**src/rtl/mem_port_arbiter.sv**
```systemverilog
// Arbiter that lets the IF and MEM pipeline stages share one single-ported memory.
// Only one requester is granted at a time; DM wins ties unless IF has been starved
// for STARVE_MAX consecutive DM grants. Every output except pipe_stall is registered.
module mem_port_arbiter #(
    parameter int AW         = 32,
    parameter int DW         = 32,
    parameter int STARVE_MAX = 4
) (
    input  logic          clk,
    input  logic          rst_n,
    input  logic          if_req,
    input  logic [AW-1:0] if_addr,
    output logic [DW-1:0] if_rdata,
    output logic          if_ack,
    input  logic          dm_req,
    input  logic          dm_we,
    input  logic [AW-1:0] dm_addr,
    input  logic [DW-1:0] dm_wdata,
    output logic [DW-1:0] dm_rdata,
    output logic          dm_ack,
    output logic          mem_req,
    output logic          mem_we,
    output logic [AW-1:0] mem_addr,
    output logic [DW-1:0] mem_wdata,
    input  logic [DW-1:0] mem_rdata,
    input  logic          mem_ready,
    output logic          pipe_stall
);

    typedef enum logic [1:0] {
        IDLE    = 2'd0,
        BUSY_IF = 2'd1,
        BUSY_DM = 2'd2,
        RESP    = 2'd3
    } state_t;

    localparam logic [3:0] STARVE_LIM = 4'(STARVE_MAX);

    state_t        state_q,      state_d;
    logic [3:0]    starve_cnt_q, starve_cnt_d;
    logic          mem_req_q,    mem_req_d;
    logic          mem_we_q,     mem_we_d;
    logic [AW-1:0] mem_addr_q,   mem_addr_d;
    logic [DW-1:0] mem_wdata_q,  mem_wdata_d;
    logic [DW-1:0] if_rdata_q,   if_rdata_d;
    logic [DW-1:0] dm_rdata_q,   dm_rdata_d;
    logic          if_ack_q,     if_ack_d;
    logic          dm_ack_q,     dm_ack_d;
    logic          grant_dm;

    // State and output registers; reset abandons any transaction in flight.
    always_ff @(posedge clk or negedge rst_n) begin
        if (!rst_n) begin
            state_q      <= IDLE;
            starve_cnt_q <= '0;
            mem_req_q    <= 1'b0;
            mem_we_q     <= 1'b0;
            mem_addr_q   <= '0;
            mem_wdata_q  <= '0;
            if_rdata_q   <= '0;
            dm_rdata_q   <= '0;
            if_ack_q     <= 1'b0;
            dm_ack_q     <= 1'b0;
        end else begin
            state_q      <= state_d;
            starve_cnt_q <= starve_cnt_d;
            mem_req_q    <= mem_req_d;
            mem_we_q     <= mem_we_d;
            mem_addr_q   <= mem_addr_d;
            mem_wdata_q  <= mem_wdata_d;
            if_rdata_q   <= if_rdata_d;
            dm_rdata_q   <= dm_rdata_d;
            if_ack_q     <= if_ack_d;
            dm_ack_q     <= dm_ack_d;
        end
    end

    // Grant selection, memory sequencing and ack generation.
    always_comb begin
        state_d      = state_q;
        starve_cnt_d = starve_cnt_q;
        mem_req_d    = mem_req_q;
        mem_we_d     = mem_we_q;
        mem_addr_d   = mem_addr_q;
        mem_wdata_d  = mem_wdata_q;
        if_rdata_d   = if_rdata_q;
        dm_rdata_d   = dm_rdata_q;
        if_ack_d     = 1'b0;
        dm_ack_d     = 1'b0;
        grant_dm     = dm_req && !(if_req && (starve_cnt_q == STARVE_LIM));

        case (state_q)
            IDLE: begin
                if (grant_dm) begin
                    state_d     = BUSY_DM;
                    mem_req_d   = 1'b1;
                    mem_we_d    = dm_we;
                    mem_addr_d  = dm_addr;
                    mem_wdata_d = dm_wdata;
                    if (if_req && (starve_cnt_q < STARVE_LIM)) begin
                        starve_cnt_d = starve_cnt_q + 4'd1;
                    end
                end else if (if_req) begin
                    state_d      = BUSY_IF;
                    mem_req_d    = 1'b1;
                    mem_we_d     = 1'b0;
                    mem_addr_d   = if_addr;
                    mem_wdata_d  = '0;
                    starve_cnt_d = '0;
                end
            end
            BUSY_IF: begin
                if (mem_ready) begin
                    state_d    = RESP;
                    mem_req_d  = 1'b0;
                    mem_we_d   = 1'b0;
                    if_rdata_d = mem_rdata;
                    if_ack_d   = 1'b1;
                end
            end
            BUSY_DM: begin
                if (mem_ready) begin
                    state_d   = RESP;
                    mem_req_d = 1'b0;
                    mem_we_d  = 1'b0;
                    if (!mem_we_q) begin
                        dm_rdata_d = mem_rdata;
                    end
                    dm_ack_d  = 1'b1;
                end
            end
            RESP: begin
                state_d = IDLE;
            end
            default: begin
                state_d = IDLE;
            end
        endcase
    end

    assign mem_req    = mem_req_q;
    assign mem_we     = mem_we_q;
    assign mem_addr   = mem_addr_q;
    assign mem_wdata  = mem_wdata_q;
    assign if_rdata   = if_rdata_q;
    assign dm_rdata   = dm_rdata_q;
    assign if_ack     = if_ack_q;
    assign dm_ack     = dm_ack_q;
    assign pipe_stall = (if_req & ~if_ack_q) | (dm_req & ~dm_ack_q);

endmodule

```
**config.mk**
```make
export PLATFORM = sky130hd
export DESIGN_NAME = mem_port_arbiter
export DESIGN_NICKNAME = d
export VERILOG_FILES = /design/src/rtl/mem_port_arbiter.sv
export SDC_FILE = /design/constraint.sdc
export NUM_CORES = 1
export LEC_CHECK = 0
export ABC_AREA = 1
export CAP_MARGIN = 10
export CORE_MARGIN = 2
export CORE_UTILIZATION = 30
export CTS_CLUSTER_DIAMETER = 80
export DETAILED_ROUTE_END_ITERATION = 10
export PLACE_DENSITY = 0.73
export SKIP_LAST_GASP = 1
export SLEW_MARGIN = 0
export SYNTH_ARGS = -nofsm -noshare
export SYNTH_HDL_FRONTEND = slang
export SYNTH_SLANG_ARGS = --single-unit
```
**constraint.sdc**
```tcl
create_clock -name clk -period 2.7 [get_ports clk]
set_input_delay 0.27 -clock clk [delete_from_list [all_inputs] [get_ports clk]]
set_output_delay 0.27 -clock clk [all_outputs]
set_load 0.02 [all_outputs]
```
# Yosys cells after proc, flatten, opt, wreduce, memory -nomap -nowiden

Cells that the tools add are included.

Eq/ne operators: 7
Add/sub/neg operators: 1
Reduce and logical (&&, ||, !) cells: 14
Bitwise logic cells: 6
Multiplexer cells: 21
Order comparisons: 1

Operator list:

| cell                | count |
|---|---|
| $mux 32             | 4 |
| $mux 4              | 3 |
| $reduce_and 3->1    | 3 |
| $mux 1              | 8 |
| $mux 2              | 3 |
| $pmux 2 s3          | 1 |
| $reduce_and 2->1    | 3 |
| $add 4x1->4 const B | 1 |
| $eq 2x2->1 const B  | 2 |
| $eq 4x3->1 const B  | 1 |
| $lt 4x3->1 const B  | 1 |
| $ne 2x1->1 const B  | 2 |
| $pmux 1 s2          | 2 |
| $reduce_bool 2->1   | 2 |
| $logic_and 1x1->1   | 3 |
| $ne 3x3->1 const B  | 1 |
| $not 1->1           | 3 |
| $and 1x1->1         | 2 |
| $eq 2x1->1 const B  | 1 |
| $logic_not 2->1     | 1 |
| $reduce_or 2->1     | 1 |
| $logic_not 1->1     | 1 |
| $or 1x1->1          | 1 |

Logic and storage cells: 60
Flip-flop bits (word level): 138

# Logic depth before layout (Yosys ltp)

Gate-level depths: netlist of the first run.

Word-level depth: 6
Depth in mapped cells: 10
Mapped depth without buffers: 10

# Least setup slack after synthesis of the first run

No wires, ideal clock.

Path kind: register to register
Start: register state_q[0]
End: register dm_rdata_q[23], in the netlist dm_rdata[23]
Setup time: 121 ps
Required time: 2579 ps
Buffers on the path: 2
Data arrival time: 1294 ps
Setup slack: 1286 ps
Cell stages (with the launch flop): 9
Path through: dfrtp_1 > inv_1 > ha_1 > nand2_1 > or2_1 > buf_4 > buf_2 > nand2_1 > o21ai_1

Cells in the longest elaborated chain, start to end: 2

Ends and longest elaborated chain:

| element                           | RTL line | source |
|---|---|---|
| start, declared                   | 39       | `state_t state_q, state_d;` |
| start signal, assigned            | 65       | `state_q <= state_d;` |
| $eq 2x2->1                        | 92       | `case (state_q)` |
| $reduce_and 3->1 (no source line) | --       |  |
| end signal, assigned              | 72       | `dm_rdata_q <= dm_rdata_d;` |
| end, declared                     | 46       | `logic [DW-1:0] dm_rdata_q, dm_rdata_d;` |

Every way passes these cells.
A chain may end at the register's enable or synchronous reset.

# Worst setup path after layout of the first run

Start: input port if_req
End: output port pipe_stall

Cells in the longest elaborated chain, start to end: 2

Ends and longest elaborated chain:

| element         | RTL line | source |
|---|---|---|
| start, declared | 11       | `input logic if_req,` |
| $and 1x1->1     | 149      | `assign pipe_stall = (if_req & ~if_ack_q) \| (dm_req & ~dm_ack_q);` |
| $or 1x1->1      | 149      |  |
| end, declared   | 27       | `output logic pipe_stall` |

Every way passes these cells.

==> results of run 1 <==
through the flow:
| stage | power (mW) | area, µm² | hold slack (ps) | std cells | setup slack (ps) |
|---|---|---|---|---|---|
| floorplan | 6.37 | 6070 | -25.6 | 696 | 1290 |
| global placement | 8.93 | 8940 | 322 | 1203 | 718 |
| detailed placement | 9.02 | 8940 | 319 | 1203 | 709 |
| CTS | 11.6 | 9590 | 264 | 1235 | 708 |
| global route | 12.3 | 9590 | 302 | 1235 | 606 |
| finish | 11.5 | 9590 | 289 | 1235 | 714 |
cell families after synthesis:
logic type               Yosys count
adder cells (fa/ha/maj)            7
AND/OR/NAND/NOR                  361
flip-flops                       138
AO/OA/AOI/OAI                     69
XOR/XNOR                           1
buffers and inverters            120
report_power, final:
part / total, mW / switching (mW) / internal [mW]
logic: 5.36 / 2.94 / 2.42
registers: 3.59 / 0.541 / 3.05
clock network: 2.53 / 0.922 / 1.61
registers in the layout, indices dropped and copies added, names as in the netlist:
| name | cells |
|---|---|
| dm_ack | 1 |
| mem_addr | 32 |
| dm_rdata | 32 |
| mem_wdata | 32 |
| mem_req | 1 |
| if_rdata | 32 |
| if_ack | 1 |
| starve_cnt_q | 4 |
| state_q | 2 |
| mem_we | 1 |
placed cells by master (no fill, tap or decap):
master / count
or2_2: 3
inv_2: 4
nand3_1: 67
xor2_1: 1
nor2_1: 2
clkbuf_8: 2
nand2_4: 2
o22ai_1: 1
clkinv_4: 3
o21ai_0: 34
dlygate4sd3_1: 1
dfrtp_1: 138
clkdlybuf4s50_1: 264
nand3b_1: 33
buf_6: 1
nand2_1: 247
buf_12: 3
o21ai_4: 1
clkbuf_16: 17
o21ai_1: 32
nor2_4: 2
clkbuf_1: 1
ha_1: 7
inv_6: 3
nand4_1: 4
inv_8: 1
a21oi_1: 1
inv_1: 76
buf_2: 1
bufinv_16: 4
buf_4: 8
nand2_2: 1
path summary, 6_finish.rpt:
| check | from | end | slack, ps | cells after the start |
|---|---|---|---|---|
| max | if_req | pipe_stall | 710 | 4 |
| min | dm_req | starve_cnt_q[3]$_DFFE_PN0P_ | 290 | 3 |
| max reg2reg | state_q[1]$_DFFE_PN0P_ | mem_wdata[10]$_DFFE_PN0P_ | 900 | 7 |
| min reg2reg | mem_addr[18]$_DFFE_PN0P_ | mem_addr[18]$_DFFE_PN0P_ | 480 | 2 |
| max in group asynchronous | rst_n | mem_addr[20]$_DFFE_PN0P_ | 1570 | 3 |
| min in group asynchronous | rst_n | if_rdata[10]$_DFFE_PN0P_ | 420 | 2 |
worst reg2reg max path: cells and delay by family (launching register included):
family / cells / cell delay, ps
adders and majority gates: 1 / 280
and+or+nand+nor: 2 / 230
DFF: 1 / 420
buffers and inverters: 3 / 710
AOI/OAI and AO/OA: 1 / 90
metal layers:
layer	track usage (%)	routed length, µm
met1	21.0	7490
met2	27.3	8340
met3	6.06	1480
met4	6.89	456
met5	0	0
final cells by class:
type                       count  area, µm²  area share [%]
clock buffer                  20        457            4.76
tap                          270        338            3.52
sequential                   138       3450            36.0
multi-input combinational    438       2070            21.6
clock inverter                11        184            1.92
inverter                      80        300            3.13
timing repair buffer         278       2790            29.1
==> report_table.html, run 1 <==
<table>
<tr><th>Metric</th><th>Value</th></tr>
<tr><th colspan="2">Synthesis</th></tr>
<tr><td>Biggest area consumer among synthesized cells</td><td>dfrtp_1</td></tr>
<tr><td>Library cells used by synthesis</td><td>23</td></tr>
<tr><td>Area share of the largest cell type after synthesis</td><td>56.9%</td></tr>
<tr><td>Combinational family with the most area after synthesis</td><td>simple AND/OR/NAND/NOR gates</td></tr>
<tr><td>Flop and latch count out of synthesis</td><td>138</td></tr>
<tr><td>Average footprint of a synthesized cell</td><td>8.72 µm²</td></tr>
<tr><td>Synthesized area</td><td>6070 µm²</td></tr>
<tr><td>Primary flip-flop cell chosen by synthesis mapping</td><td>dfrtp_1</td></tr>
<tr><td>Post-synth top cells</td><td>nand2_1, dfrtp_1, inv_1, nand3_1, o21ai_0</td></tr>
<tr><td>Area fraction in and, or, nand and nor cells after synthesis</td><td>26.5%</td></tr>
<tr><td>Sequential element share of the synthesized area</td><td>56.9%</td></tr>
<tr><td>Xor and xnor fraction of the mapped netlist area</td><td>0.144%</td></tr>
<tr><td>Compound-gate portion of the synthesized area</td><td>5.71%</td></tr>
<tr><td>Multiplexer share of the synthesized area</td><td>0%</td></tr>
<tr><td>Number of warning messages in the yosys log</td><td>0</td></tr>
<tr><td>Share of flip-flops with an asynchronous set or reset</td><td>100%</td></tr>
<tr><td>Post-synthesis net count</td><td>837</td></tr>
<tr><td>Arithmetic-cell share of the synthesized area counting full adders, half adders and majority gates</td><td>1.44%</td></tr>
<tr><td>Number of flops mapped to enable cells by yosys</td><td>0</td></tr>
<tr><td>Post-Syn Instances</td><td>696</td></tr>
<tr><td>Most frequent cell after synthesis</td><td>nand2_1</td></tr>
<tr><td>Main area contributors after synthesis</td><td>dfrtp_1, nand2_1, nand3_1, inv_1, nand3b_1</td></tr>
<tr><th colspan="2">Setup path</th></tr>
<tr><td>Critical path's top delay family</td><td>buffers and inverters</td></tr>
<tr><td>Data required time at the worst endpoint</td><td>2430 ps</td></tr>
<tr><td>Critical Path Max Stage Delay</td><td>620 ps</td></tr>
<tr><td>Critical Path End Type</td><td>primary output</td></tr>
<tr><td>Crit-path most repeated cell</td><td>clkdlybuf4s50_1</td></tr>
<tr><td>Worst path bufs/invs</td><td>3</td></tr>
<tr><td>Worst path arrival time</td><td>1720 ps</td></tr>
<tr><td>Startpoint type of the worst setup path</td><td>input pin</td></tr>
<tr><td>Classification of the worst setup path</td><td>in2out</td></tr>
<tr><td>Max Fanout on Critical Path</td><td>4</td></tr>
<tr><td>Worst path cell trace</td><td>clkdlybuf4s50_1, inv_1, o22ai_1, clkdlybuf4s50_1</td></tr>
<tr><td>Slowest CP cell</td><td>clkdlybuf4s50_1</td></tr>
<tr><th colspan="2">Timing</th></tr>
<tr><td>Min cycle time layout</td><td>1990 ps</td></tr>
<tr><td>Final hold violation count</td><td>0</td></tr>
<tr><td>Worst rel slew slack</td><td>53.2%</td></tr>
<tr><td>Setup repair after global routing missed its margin</td><td>false</td></tr>
<tr><td>Final period utilization</td><td>73.6%</td></tr>
<tr><td>Top achievable clock speed</td><td>504 MHz</td></tr>
<tr><td>Clock skew after layout</td><td>11.1 ps</td></tr>
<tr><td>Setup_tns</td><td>0 ps</td></tr>
<tr><td>Transition time at the pin with the least slew margin</td><td>703 ps</td></tr>
<tr><td>Final count of pins violating max slew</td><td>0</td></tr>
<tr><td>Count of final setup violators</td><td>0</td></tr>
<tr><th colspan="2">Pwr</th></tr>
<tr><td>Worst VDD drop</td><td>642 µV</td></tr>
<tr><td>Power density relative to cell area</td><td>1200 nW/µm²</td></tr>
<tr><td>Leakage power</td><td>4.67 nW</td></tr>
<tr><th colspan="2">GRT</th></tr>
<tr><td>Number of antenna violations at the first check in global routing</td><td>0</td></tr>
<tr><td>Grt total ovfl</td><td>0</td></tr>
<tr><td>Global Route Usage Sum</td><td>17.0%</td></tr>
<tr><td>Largest net degree at the start of global routing</td><td>67</td></tr>
<tr><td>Number of global-route vias before repair</td><td>5,627</td></tr>
<tr><td>First-pass GRT wire length</td><td>29,200 µm</td></tr>
<tr><th colspan="2">Min path</th></tr>
<tr><td>Type of the tightest min-delay check</td><td>in2reg</td></tr>
<tr><th colspan="2">Outcome</th></tr>
<tr><td>Outcome</td><td>complete, no violations</td></tr>
<tr><th colspan="2">Clocking</th></tr>
<tr><td>Total of cells resized after clock tree synthesis</td><td>0</td></tr>
<tr><td>Root Buffer Master</td><td>clkbuf_16</td></tr>
<tr><td>Maximum clock path buffer count</td><td>2</td></tr>
<tr><td>CTS tree</td><td>built</td></tr>
<tr><td>Worst-skew pair later-pin latency</td><td>410 ps</td></tr>
<tr><td>Hold buffers post-CTS</td><td>1</td></tr>
<tr><td>Clock transition at path regs</td><td>60 ps</td></tr>
<tr><td>Clock sinks</td><td>138</td></tr>
<tr><td>Number of levels the H-tree was split into</td><td>4</td></tr>
<tr><td>Post-CTS Setup Bufs</td><td>0</td></tr>
<tr><td>Total CTS buffers</td><td>17</td></tr>
<tr><th colspan="2">Place</th></tr>
<tr><td>Count of input and output buffers</td><td>266</td></tr>
<tr><td>Routability cong.</td><td>0.783</td></tr>
<tr><td>DP Wirelength</td><td>12,600 µm</td></tr>
<tr><th colspan="2">Cells and area</th></tr>
<tr><td>Antenna cells</td><td>0</td></tr>
<tr><td>Fillcell total</td><td>1,946</td></tr>
<tr><td>Count of nets after finishing</td><td>1,094</td></tr>
<tr><td>Final core utilization</td><td>47.8%</td></tr>
<tr><td>Layout cells sized above 1</td><td>5.80%</td></tr>
<tr><td>Area Growth Syn to Fin</td><td>58.0%</td></tr>
<tr><th colspan="2">Floorplanning</th></tr>
<tr><td>Number of I/O pins</td><td>267</td></tr>
<tr><td>Initial Utilization</td><td>30.3%</td></tr>
<tr><td>Area enclosed by the die boundary</td><td>21,400 µm²</td></tr>
<tr><td>Overall die height</td><td>146 µm</td></tr>
<tr><td>Die W</td><td>146 µm</td></tr>
<tr><td>Core outline area</td><td>20,000 µm²</td></tr>
<tr><td>Number of core rows</td><td>52</td></tr>
<tr><th colspan="2">Route</th></tr>
<tr><td>Detailed Route WL</td><td>17,800 µm</td></tr>
<tr><td>Starting DRT DRC Count</td><td>177</td></tr>
<tr><td>Vias</td><td>5,552</td></tr>
<tr><td>First-pass iteration count of the detailed router</td><td>5</td></tr>
<tr><td>Average routed wire per standard cell</td><td>14.4 µm</td></tr>
<tr><td>Final ANT Viol Nets</td><td>0</td></tr>
<tr><td>Post-route DRC violation count</td><td>0</td></tr>
<tr><td>Detail-routed via count per cell</td><td>4.50</td></tr>
<tr><th colspan="2">Job</th></tr>
<tr><td>Max-cap violations</td><td>0</td></tr>
</table>
Note: power is estimated with default switching activity, not from simulation.
==> run 2, diff against run 1 <==
Settings changed: PLACE_DENSITY 0.73 to 0.75.
Clock period 2.7 ns to 1.8 ns, I/O delays scaled along.
==> run 2 against run 1 <==
Total power increased by 52%. Worst hold slack worse by 24 ps. Register-to-register slack lost 670 ps. Die area is the same. Critical path type is now reg2out. Non-clock buffer count up 4. Clock power rose by 52%.
==> report_table.html, run 2 (same netlist as run 1, synthesis figures left out) <==
<table>
<tr><th>Metric</th><th>Value</th></tr>
<tr><th colspan="2">Setup path</th></tr>
<tr><td>Data required time at the worst endpoint</td><td>1620 ps (was 2430 ps)</td></tr>
<tr><td>Worst path arrival time</td><td>1520 ps (was 1720 ps)</td></tr>
<tr><td>Depth of the worst register-to-register path</td><td>7 (unchanged)</td></tr>
<tr><td>Worst path depth</td><td>1 (was 4)</td></tr>
<tr><td>Capture instance of the worst register-to-register path</td><td>mem_wdata[29]$_DFFE_PN0P_ (was mem_wdata[10]$_DFFE_PN0P_)</td></tr>
<tr><td>Worst path bufs/invs</td><td>1 (was 3)</td></tr>
<tr><td>Critical Path End Type</td><td>primary output (unchanged)</td></tr>
<tr><td>Classification of the worst setup path</td><td>reg2out (was in2out)</td></tr>
<tr><td>Slowest CP cell</td><td>clkdlybuf4s50_1 (unchanged)</td></tr>
<tr><td>Critical Path Max Stage Delay</td><td>720 ps (was 620 ps)</td></tr>
<tr><td>Critical path's top delay family</td><td>buffers and inverters (unchanged)</td></tr>
<tr><td>Startpoint type of the worst setup path</td><td>flip-flop (was input pin)</td></tr>
<tr><td>Worst path cell trace</td><td>clkdlybuf4s50_1 (was clkdlybuf4s50_1, inv_1, o22ai_1, clkdlybuf4s50_1)</td></tr>
<tr><td>Worst flop-to-flop path startpoint</td><td>starve_cnt_q[0]$_DFFE_PN0P_ (was state_q[1]$_DFFE_PN0P_)</td></tr>
<tr><td>Max Fanout on Critical Path</td><td>3 (was 4)</td></tr>
<tr><td>Reg2reg setup slack</td><td>230 ps (was 900 ps)</td></tr>
<tr><th colspan="2">Route</th></tr>
<tr><td>Starting DRT DRC Count</td><td>307 (was 177)</td></tr>
<tr><td>Length of routed met3 wiring</td><td>1590 µm (was 1480 µm)</td></tr>
<tr><td>Final ANT Viol Nets</td><td>0 (unchanged)</td></tr>
<tr><td>Average routed wire per standard cell</td><td>14.8 µm (was 14.4 µm)</td></tr>
<tr><td>First-pass iteration count of the detailed router</td><td>4 (was 5)</td></tr>
<tr><td>Uppermost layer routed</td><td>met4 (unchanged)</td></tr>
<tr><td>Vias</td><td>5,535 (was 5,552)</td></tr>
<tr><td>Post-route DRC violation count</td><td>0 (unchanged)</td></tr>
<tr><td>Length of routed wiring on met1</td><td>7970 µm (was 7490 µm)</td></tr>
<tr><td>Detail-routed via count per cell</td><td>4.46 (was 4.50)</td></tr>
<tr><td>Metal2 WL</td><td>8650 µm (was 8340 µm)</td></tr>
<tr><td>Detailed Route WL</td><td>18,400 µm (was 17,800 µm)</td></tr>
<tr><th colspan="2">Floorplanning</th></tr>
<tr><td>Initial Utilization</td><td>30.3% (unchanged)</td></tr>
<tr><td>Core outline area</td><td>20,000 µm² (unchanged)</td></tr>
<tr><td>Number of I/O pins</td><td>267 (unchanged)</td></tr>
<tr><td>Area enclosed by the die boundary</td><td>21,400 µm² (unchanged)</td></tr>
<tr><td>Die W</td><td>146 µm (unchanged)</td></tr>
<tr><td>Number of core rows</td><td>52 (unchanged)</td></tr>
<tr><td>Overall die height</td><td>146 µm (unchanged)</td></tr>
<tr><th colspan="2">Job</th></tr>
<tr><td>Max-cap violations</td><td>0 (unchanged)</td></tr>
<tr><th colspan="2">Timing</th></tr>
<tr><td>Final period utilization</td><td>94.4%</td></tr>
<tr><td>Top achievable clock speed</td><td>589 MHz</td></tr>
<tr><td>Count of final setup violators</td><td>0 (unchanged)</td></tr>
<tr><td>Transition time at the pin with the least slew margin</td><td>472 ps (was 703 ps)</td></tr>
<tr><td>Clock skew after layout</td><td>7.22 ps (was 11.1 ps)</td></tr>
<tr><td>Setup repair after global routing missed its margin</td><td>false (unchanged)</td></tr>
<tr><td>Final hold violation count</td><td>0 (unchanged)</td></tr>
<tr><td>Min cycle time layout</td><td>1700 ps</td></tr>
<tr><td>Worst rel slew slack</td><td>68.5% (was 53.2%)</td></tr>
<tr><td>Final count of pins violating max slew</td><td>0 (unchanged)</td></tr>
<tr><th colspan="2">Pwr</th></tr>
<tr><td>Tot Pwr</td><td>17.4 mW (was 11.5 mW)</td></tr>
<tr><td>Leakage power</td><td>4.73 nW (was 4.67 nW)</td></tr>
<tr><td>Worst VDD drop</td><td>867 µV (was 642 µV)</td></tr>
<tr><td>Sequential cell fraction of total power</td><td>31.0% (was 31.3%)</td></tr>
<tr><td>Sw Ratio</td><td>38.7% (was 38.4%)</td></tr>
<tr><td>Power density relative to cell area</td><td>1800 nW/µm² (was 1200 nW/µm²)</td></tr>
<tr><td>Internal power</td><td>10.7 mW (was 7.07 mW)</td></tr>
<tr><td>Switching Power</td><td>6.75 mW (was 4.40 mW)</td></tr>
<tr><td>Proportion of power drawn by the clock network</td><td>22.1% (about the same)</td></tr>
<tr><td>Combinational cell fraction of total power</td><td>46.9% (was 46.7%)</td></tr>
<tr><th colspan="2">Place</th></tr>
<tr><td>Number of cells in the design after placement</td><td>1,207 (was 1,203)</td></tr>
<tr><td>Routability cong.</td><td>0.807 (was 0.783)</td></tr>
<tr><td>Count of input and output buffers</td><td>266 (unchanged)</td></tr>
<tr><td>DP Wirelength</td><td>12,900 µm (was 12,600 µm)</td></tr>
<tr><th colspan="2">Clocking</th></tr>
<tr><td>Worst-skew pair later-pin latency</td><td>410 ps (about the same)</td></tr>
<tr><td>Root Buffer Master</td><td>clkbuf_16 (unchanged)</td></tr>
<tr><td>Clock sinks</td><td>138 (unchanged)</td></tr>
<tr><td>Number of levels the H-tree was split into</td><td>4 (unchanged)</td></tr>
<tr><td>Maximum clock path buffer count</td><td>2 (unchanged)</td></tr>
<tr><td>Post-CTS Setup Bufs</td><td>0 (unchanged)</td></tr>
<tr><td>Total CTS buffers</td><td>17 (unchanged)</td></tr>
<tr><td>Clock transition at path regs</td><td>60 ps (about the same)</td></tr>
<tr><td>CTS tree</td><td>built (unchanged)</td></tr>
<tr><th colspan="2">Cells and area</th></tr>
<tr><td>Area Growth Syn to Fin</td><td>60.1% (was 58.0%)</td></tr>
<tr><td>Top library cells by usage in the layout, fill and taps aside</td><td>clkdlybuf4s50_1, nand2_1, dfrtp_1 (unchanged)</td></tr>
<tr><td>Most frequent standard cell in the layout excluding fill and tap cells</td><td>clkdlybuf4s50_1 (unchanged)</td></tr>
<tr><td>Fillcell total</td><td>1,886 (was 1,946)</td></tr>
<tr><td>Footprint of the multi-input gates</td><td>2080 µm² (was 2070 µm²)</td></tr>
<tr><td>Post-layout instance count excluding filler cells</td><td>1,242 (was 1,235)</td></tr>
<tr><td>Layout cells sized above 1</td><td>6.49% (was 5.80%)</td></tr>
<tr><td>Sequential cell area</td><td>3450 µm² (unchanged)</td></tr>
<tr><td>Count of nets after finishing</td><td>1,099 (was 1,094)</td></tr>
<tr><th colspan="2">GRT</th></tr>
<tr><td>First-pass GRT wire length</td><td>29,800 µm (was 29,200 µm)</td></tr>
<tr><td>Global Route Usage Sum</td><td>17.4% (was 17.0%)</td></tr>
<tr><td>Grt total ovfl</td><td>0 (unchanged)</td></tr>
<tr><td>Number of global-route vias before repair</td><td>5,656 (was 5,627)</td></tr>
<tr><td>Number of antenna violations at the first check in global routing</td><td>1 (was 0)</td></tr>
<tr><td>Largest net degree at the start of global routing</td><td>65 (was 67)</td></tr>
<tr><th colspan="2">Min path</th></tr>
<tr><td>Type of the tightest min-delay check</td><td>in2async (was in2reg)</td></tr>
<tr><th colspan="2">Outcome</th></tr>
<tr><td>Outcome</td><td>complete, no violations (unchanged)</td></tr>
</table>
[run 2: changes by cell type in the layout (fill, tap and decap cells not counted), sizes merged]
| cell | change |
|---|---|
| nor2 | +1 |
| diode | +1 |
| clkinv | -1 |
| buf | +4 |
| clkinvlp | +1 |
| clkbuf | -2 |
| inv | +3 |
[run 2: what timing repair did]
item                                    CTS  global route
endpoints found under the setup margin    0            35
resized for setup                         0             1
hold buffers                              1             0
endpoints found under the hold margin    35             0
[run 2: metal layers]
metal  GRT usage [%]  vias up
li1                -     2710
met1            21.7     2619
met2            28.5      193
met3            6.88       13
met4            4.22        0
met5               0        -
[run 2: metrics by stage]
stage | cell area (µm²) | TNS, ps | utilization [%] | worst slack [ps] | hold WS (ps)
after global placement | 9040 | 0 | 45.1 | 48.0 | 127
after global routing | 9710 | 0 | 48.5 | 47.1 | 270
after floorplan | 6070 | 0 | - | 386 | -116
after CTS | 9700 | 0 | 48.4 | 18.5 | 262
after detailed placement | 9040 | -29.4 | 45.1 | -14.5 | 130
final | 9710 | 0 | 48.5 | 101 | 266
[run 2: worst max-delay path by stage]
stage                                   to                   startpoint  slack (ps)
2_1_floorplan     dm_rdata[23]$_DFFE_PN0P_       state_q[0]$_DFFE_PN0P_         390
3_3_place_gp   starve_cnt_q[0]$_DFFE_PN0P_                       dm_req          50
3_5_place_dp      mem_wdata[9]$_DFFE_PN0P_                       dm_req         -10
4_1_cts           mem_wdata[9]$_DFFE_PN0P_  starve_cnt_q[0]$_DFFE_PN0P_          20
5_1_grt           mem_wdata[9]$_DFFE_PN0P_  starve_cnt_q[0]$_DFFE_PN0P_          50
6_report                            mem_we           mem_we$_DFFE_PN0P_         100
[run 2: final cells by class]
class	count	share of cell area (%)
well taps	270	3.48
diodes	1	0.0258
clock inverters	14	2.11
inverters	80	3.09
repair buffers	282	29.8
flip-flops and latches	138	35.6
multi-input cells	439	21.4
clock buffers	18	4.52
[run 2: power groups by stage]
stage / Combinational (mW) / Clock, mW / Sequential [mW]
after global routing: 8.87 / 4.13 / 5.61
after CTS: 8.28 / 3.97 / 5.41
after global placement: 8.11 / 0 / 5.41
after floorplan: 2.46 / 0 / 7.09
after detailed placement: 8.26 / 0 / 5.42
final: 8.18 / 3.85 / 5.40
==> run 3, diff against run 2 <==
Settings changed: CORE_UTILIZATION 30 to 38, PLACE_DENSITY 0.75 to 0.87.
==> run 3 against run 2 <==
Worst setup slack gained 18 ps. Via count rose by 1.7%. Total power down 2.1%. Critical path type unchanged. Register-to-register slack worse by 90 ps. Clock power shrank 11%. Clock skew is 0.83 ps higher. Highest routed layer unchanged.
==> report_table.html, run 3 (same netlist as run 1, synthesis figures left out) <==
<table>
<tr><th>Metric</th><th>Value</th></tr>
<tr><th colspan="2">Timing</th></tr>
<tr><td>Transition time at the pin with the least slew margin</td><td>510 ps (was 472 ps)</td></tr>
<tr><td>Fin Hold WS</td><td>282 ps (was 266 ps)</td></tr>
<tr><td>Final period utilization</td><td>93.3% (was 94.4%)</td></tr>
<tr><td>Setup_tns</td><td>0 ps (unchanged)</td></tr>
<tr><td>Fin worst setup slack</td><td>120 ps (was 101 ps)</td></tr>
<tr><td>Final count of pins violating max slew</td><td>0 (unchanged)</td></tr>
<tr><td>Count of final setup violators</td><td>0 (unchanged)</td></tr>
<tr><td>Final hold violation count</td><td>0 (unchanged)</td></tr>
<tr><td>Min cycle time layout</td><td>1680 ps (was 1700 ps)</td></tr>
<tr><td>Top achievable clock speed</td><td>595 MHz (was 589 MHz)</td></tr>
<tr><td>Setup repair after global routing missed its margin</td><td>true (was false)</td></tr>
<tr><td>Clock skew after layout</td><td>8.05 ps (was 7.22 ps)</td></tr>
<tr><td>Worst rel slew slack</td><td>65.9% (was 68.5%)</td></tr>
<tr><th colspan="2">Cells and area</th></tr>
<tr><td>Area Growth Syn to Fin</td><td>58.2% (was 60.1%)</td></tr>
<tr><td>Area of all placed cells without fillers</td><td>9600 µm² (was 9710 µm²)</td></tr>
<tr><td>Antenna cells</td><td>0 (was 1)</td></tr>
<tr><td>Top library cells by usage in the layout, fill and taps aside</td><td>clkdlybuf4s50_1, nand2_1, dfrtp_1 (unchanged)</td></tr>
<tr><td>Most frequent standard cell in the layout excluding fill and tap cells</td><td>clkdlybuf4s50_1 (unchanged)</td></tr>
<tr><td>Layout cells sized above 1</td><td>6.67% (was 6.49%)</td></tr>
<tr><td>Count of nets after finishing</td><td>1,102 (was 1,099)</td></tr>
<tr><th colspan="2">Job</th></tr>
<tr><td>Max-cap violations</td><td>0 (unchanged)</td></tr>
<tr><th colspan="2">Pwr</th></tr>
<tr><td>Sequential cell fraction of total power</td><td>31.8% (was 31.0%)</td></tr>
<tr><td>Sw Ratio</td><td>39.8% (was 38.7%)</td></tr>
<tr><td>Internal power</td><td>10.3 mW (was 10.7 mW)</td></tr>
<tr><td>Proportion of power drawn by the clock network</td><td>20.0% (was 22.1%)</td></tr>
<tr><td>Power density relative to cell area</td><td>1780 nW/µm² (was 1800 nW/µm²)</td></tr>
<tr><td>Switching Power</td><td>6.79 mW (was 6.75 mW)</td></tr>
<tr><td>Combinational cell fraction of total power</td><td>48.1% (was 46.9%)</td></tr>
<tr><td>Leakage power</td><td>4.69 nW (was 4.73 nW)</td></tr>
<tr><td>Worst VDD drop</td><td>1000 µV (was 867 µV)</td></tr>
<tr><th colspan="2">Clocking</th></tr>
<tr><td>Maximum clock path buffer count</td><td>2 (unchanged)</td></tr>
<tr><td>Worst-skew pair later-pin latency</td><td>420 ps (was 410 ps)</td></tr>
<tr><td>Total CTS buffers</td><td>17 (unchanged)</td></tr>
<tr><td>Clock transition at path regs</td><td>60 ps (about the same)</td></tr>
<tr><td>CTS tree</td><td>built (unchanged)</td></tr>
<tr><td>Clock sinks</td><td>138 (unchanged)</td></tr>
<tr><td>Root Buffer Master</td><td>clkbuf_16 (unchanged)</td></tr>
<tr><td>Post-CTS Setup Bufs</td><td>0 (unchanged)</td></tr>
<tr><td>Number of levels the H-tree was split into</td><td>4 (unchanged)</td></tr>
<tr><th colspan="2">Route</th></tr>
<tr><td>Detail-routed via count per cell</td><td>4.73 (was 4.46)</td></tr>
<tr><td>Metal2 WL</td><td>8790 µm (was 8650 µm)</td></tr>
<tr><td>First-pass iteration count of the detailed router</td><td>5 (was 4)</td></tr>
<tr><td>Length of routed wiring on met1</td><td>7260 µm (was 7970 µm)</td></tr>
<tr><td>Uppermost layer routed</td><td>met4 (unchanged)</td></tr>
<tr><td>Final ANT Viol Nets</td><td>0 (unchanged)</td></tr>
<tr><td>Post-route DRC violation count</td><td>0 (unchanged)</td></tr>
<tr><td>Average routed wire per standard cell</td><td>15.4 µm (was 14.8 µm)</td></tr>
<tr><td>Detailed Route WL</td><td>18,300 µm (was 18,400 µm)</td></tr>
<tr><td>Length of routed met3 wiring</td><td>1940 µm (was 1590 µm)</td></tr>
<tr><td>Vias</td><td>5,629 (was 5,535)</td></tr>
<tr><td>Starting DRT DRC Count</td><td>260 (was 307)</td></tr>
<tr><th colspan="2">Setup path</th></tr>
<tr><td>Slowest CP cell</td><td>clkdlybuf4s50_1 (unchanged)</td></tr>
<tr><td>Startpoint type of the worst setup path</td><td>flip-flop (unchanged)</td></tr>
<tr><td>Worst path bufs/invs</td><td>1 (unchanged)</td></tr>
<tr><td>Critical Path Max Stage Delay</td><td>720 ps (about the same)</td></tr>
<tr><td>Critical path's top delay family</td><td>buffers and inverters (unchanged)</td></tr>
<tr><td>Data required time at the worst endpoint</td><td>1620 ps (about the same)</td></tr>
<tr><td>Critical Path End Type</td><td>primary output (unchanged)</td></tr>
<tr><td>Worst path arrival time</td><td>1500 ps (was 1520 ps)</td></tr>
<tr><td>Worst path cell trace</td><td>clkdlybuf4s50_1 (unchanged)</td></tr>
<tr><td>Max Fanout on Critical Path</td><td>3 (unchanged)</td></tr>
<tr><td>Classification of the worst setup path</td><td>reg2out (unchanged)</td></tr>
<tr><th colspan="2">Floorplanning</th></tr>
<tr><td>Core outline area</td><td>15,800 µm² (was 20,000 µm²)</td></tr>
<tr><td>Number of core rows</td><td>46 (was 52)</td></tr>
<tr><td>Area enclosed by the die boundary</td><td>17,000 µm² (was 21,400 µm²)</td></tr>
<tr><td>Initial Utilization</td><td>38.5% (was 30.3%)</td></tr>
<tr><td>Overall die height</td><td>130 µm (was 146 µm)</td></tr>
<tr><td>Die W</td><td>130 µm (was 146 µm)</td></tr>
<tr><td>Number of I/O pins</td><td>267 (unchanged)</td></tr>
<tr><th colspan="2">GRT</th></tr>
<tr><td>Global Route Usage Sum</td><td>21.1% (was 17.4%)</td></tr>
<tr><td>First-pass GRT wire length</td><td>27,600 µm (was 29,800 µm)</td></tr>
<tr><td>Grt total ovfl</td><td>0 (unchanged)</td></tr>
<tr><td>Number of global-route vias before repair</td><td>5,443 (was 5,656)</td></tr>
<tr><td>Number of antenna violations at the first check in global routing</td><td>0 (was 1)</td></tr>
<tr><td>Largest net degree at the start of global routing</td><td>66 (was 65)</td></tr>
<tr><th colspan="2">Place</th></tr>
<tr><td>DP Wirelength</td><td>12,700 µm (was 12,900 µm)</td></tr>
<tr><td>Count of input and output buffers</td><td>266 (unchanged)</td></tr>
<tr><td>Cell area after placement</td><td>9000 µm² (was 9040 µm²)</td></tr>
<tr><td>Routability cong.</td><td>0.770 (was 0.807)</td></tr>
<tr><td>Worst setup slack after placement</td><td>-29.3 ps (was -14.5 ps)</td></tr>
<tr><th colspan="2">Outcome</th></tr>
<tr><td>Outcome</td><td>complete, no violations (unchanged)</td></tr>
<tr><th colspan="2">Min path</th></tr>
<tr><td>Type of the tightest min-delay check</td><td>in2async (unchanged)</td></tr>
</table>
## run 3: final timing paths
path                                        startpoint                   endpoint  slack (ps)  depth (start not counted)
hold / removal                                   rst_n   dm_rdata[24]$_DFFE_PN0P_         280                          2
hold reg to reg               mem_addr[30]$_DFFE_PN0P_   mem_addr[30]$_DFFE_PN0P_         480                          2
setup / recovery                    mem_we$_DFFE_PN0P_                     mem_we         120                          1
min in group clk                         mem_rdata[13]   dm_rdata[13]$_DFFE_PN0P_         320                          3
max in group asynchronous                        rst_n  mem_wdata[24]$_DFFE_PN0P_         930                          3
setup reg to reg           starve_cnt_q[0]$_DFFE_PN0P_   mem_wdata[2]$_DFFE_PN0P_         140                          7
## run 3: routing by layer
metal / GRT usage, % / up-vias
met1: 25.5 / 2632
met2: 34.4 / 262
met3: 8.79 / 22
li1: - / 2713
met4: 6.76 / 0
met5: 0 / -
## run 3: cell type report
type,count,area [µm²]
clock buffer,18,439
clock inverter,14,138
fill,1324,6170
inverter,80,300
multi-input combinational,439,2080
sequential,138,3450
tap,216,270
timing repair buffer,285,2920
## run 3: metrics by stage
stage / utilization, % / std cells / power (mW)
2_1_floorplan: - / 696 / 9.55
3_3_place_gp: 57.1 / 1156 / 13.5
3_5_place_dp: 57.1 / 1156 / 13.7
4_1_cts: 60.8 / 1189 / 17.2
5_1_grt: 60.9 / 1190 / 18.2
6_report: 60.9 / 1190 / 17.1
## run 3: repair_timing
item	in CTS	in global routing
cloned	0	1
hold buffers	1	0
pin swaps	0	0
gates resized for setup	1	1
endpoints found under the setup margin	1	35
endpoints found under the hold margin	45	0
## run 3: power groups by stage
stage / Combinational (mW) / Sequential (mW) / Clock (mW)
floorplan: 2.46 / 7.09 / 0
global placement: 8.08 / 5.40 / 0
detailed placement: 8.26 / 5.43 / 0
CTS: 8.29 / 5.43 / 3.50
global route: 8.90 / 5.61 / 3.64
finish: 8.21 / 5.43 / 3.42
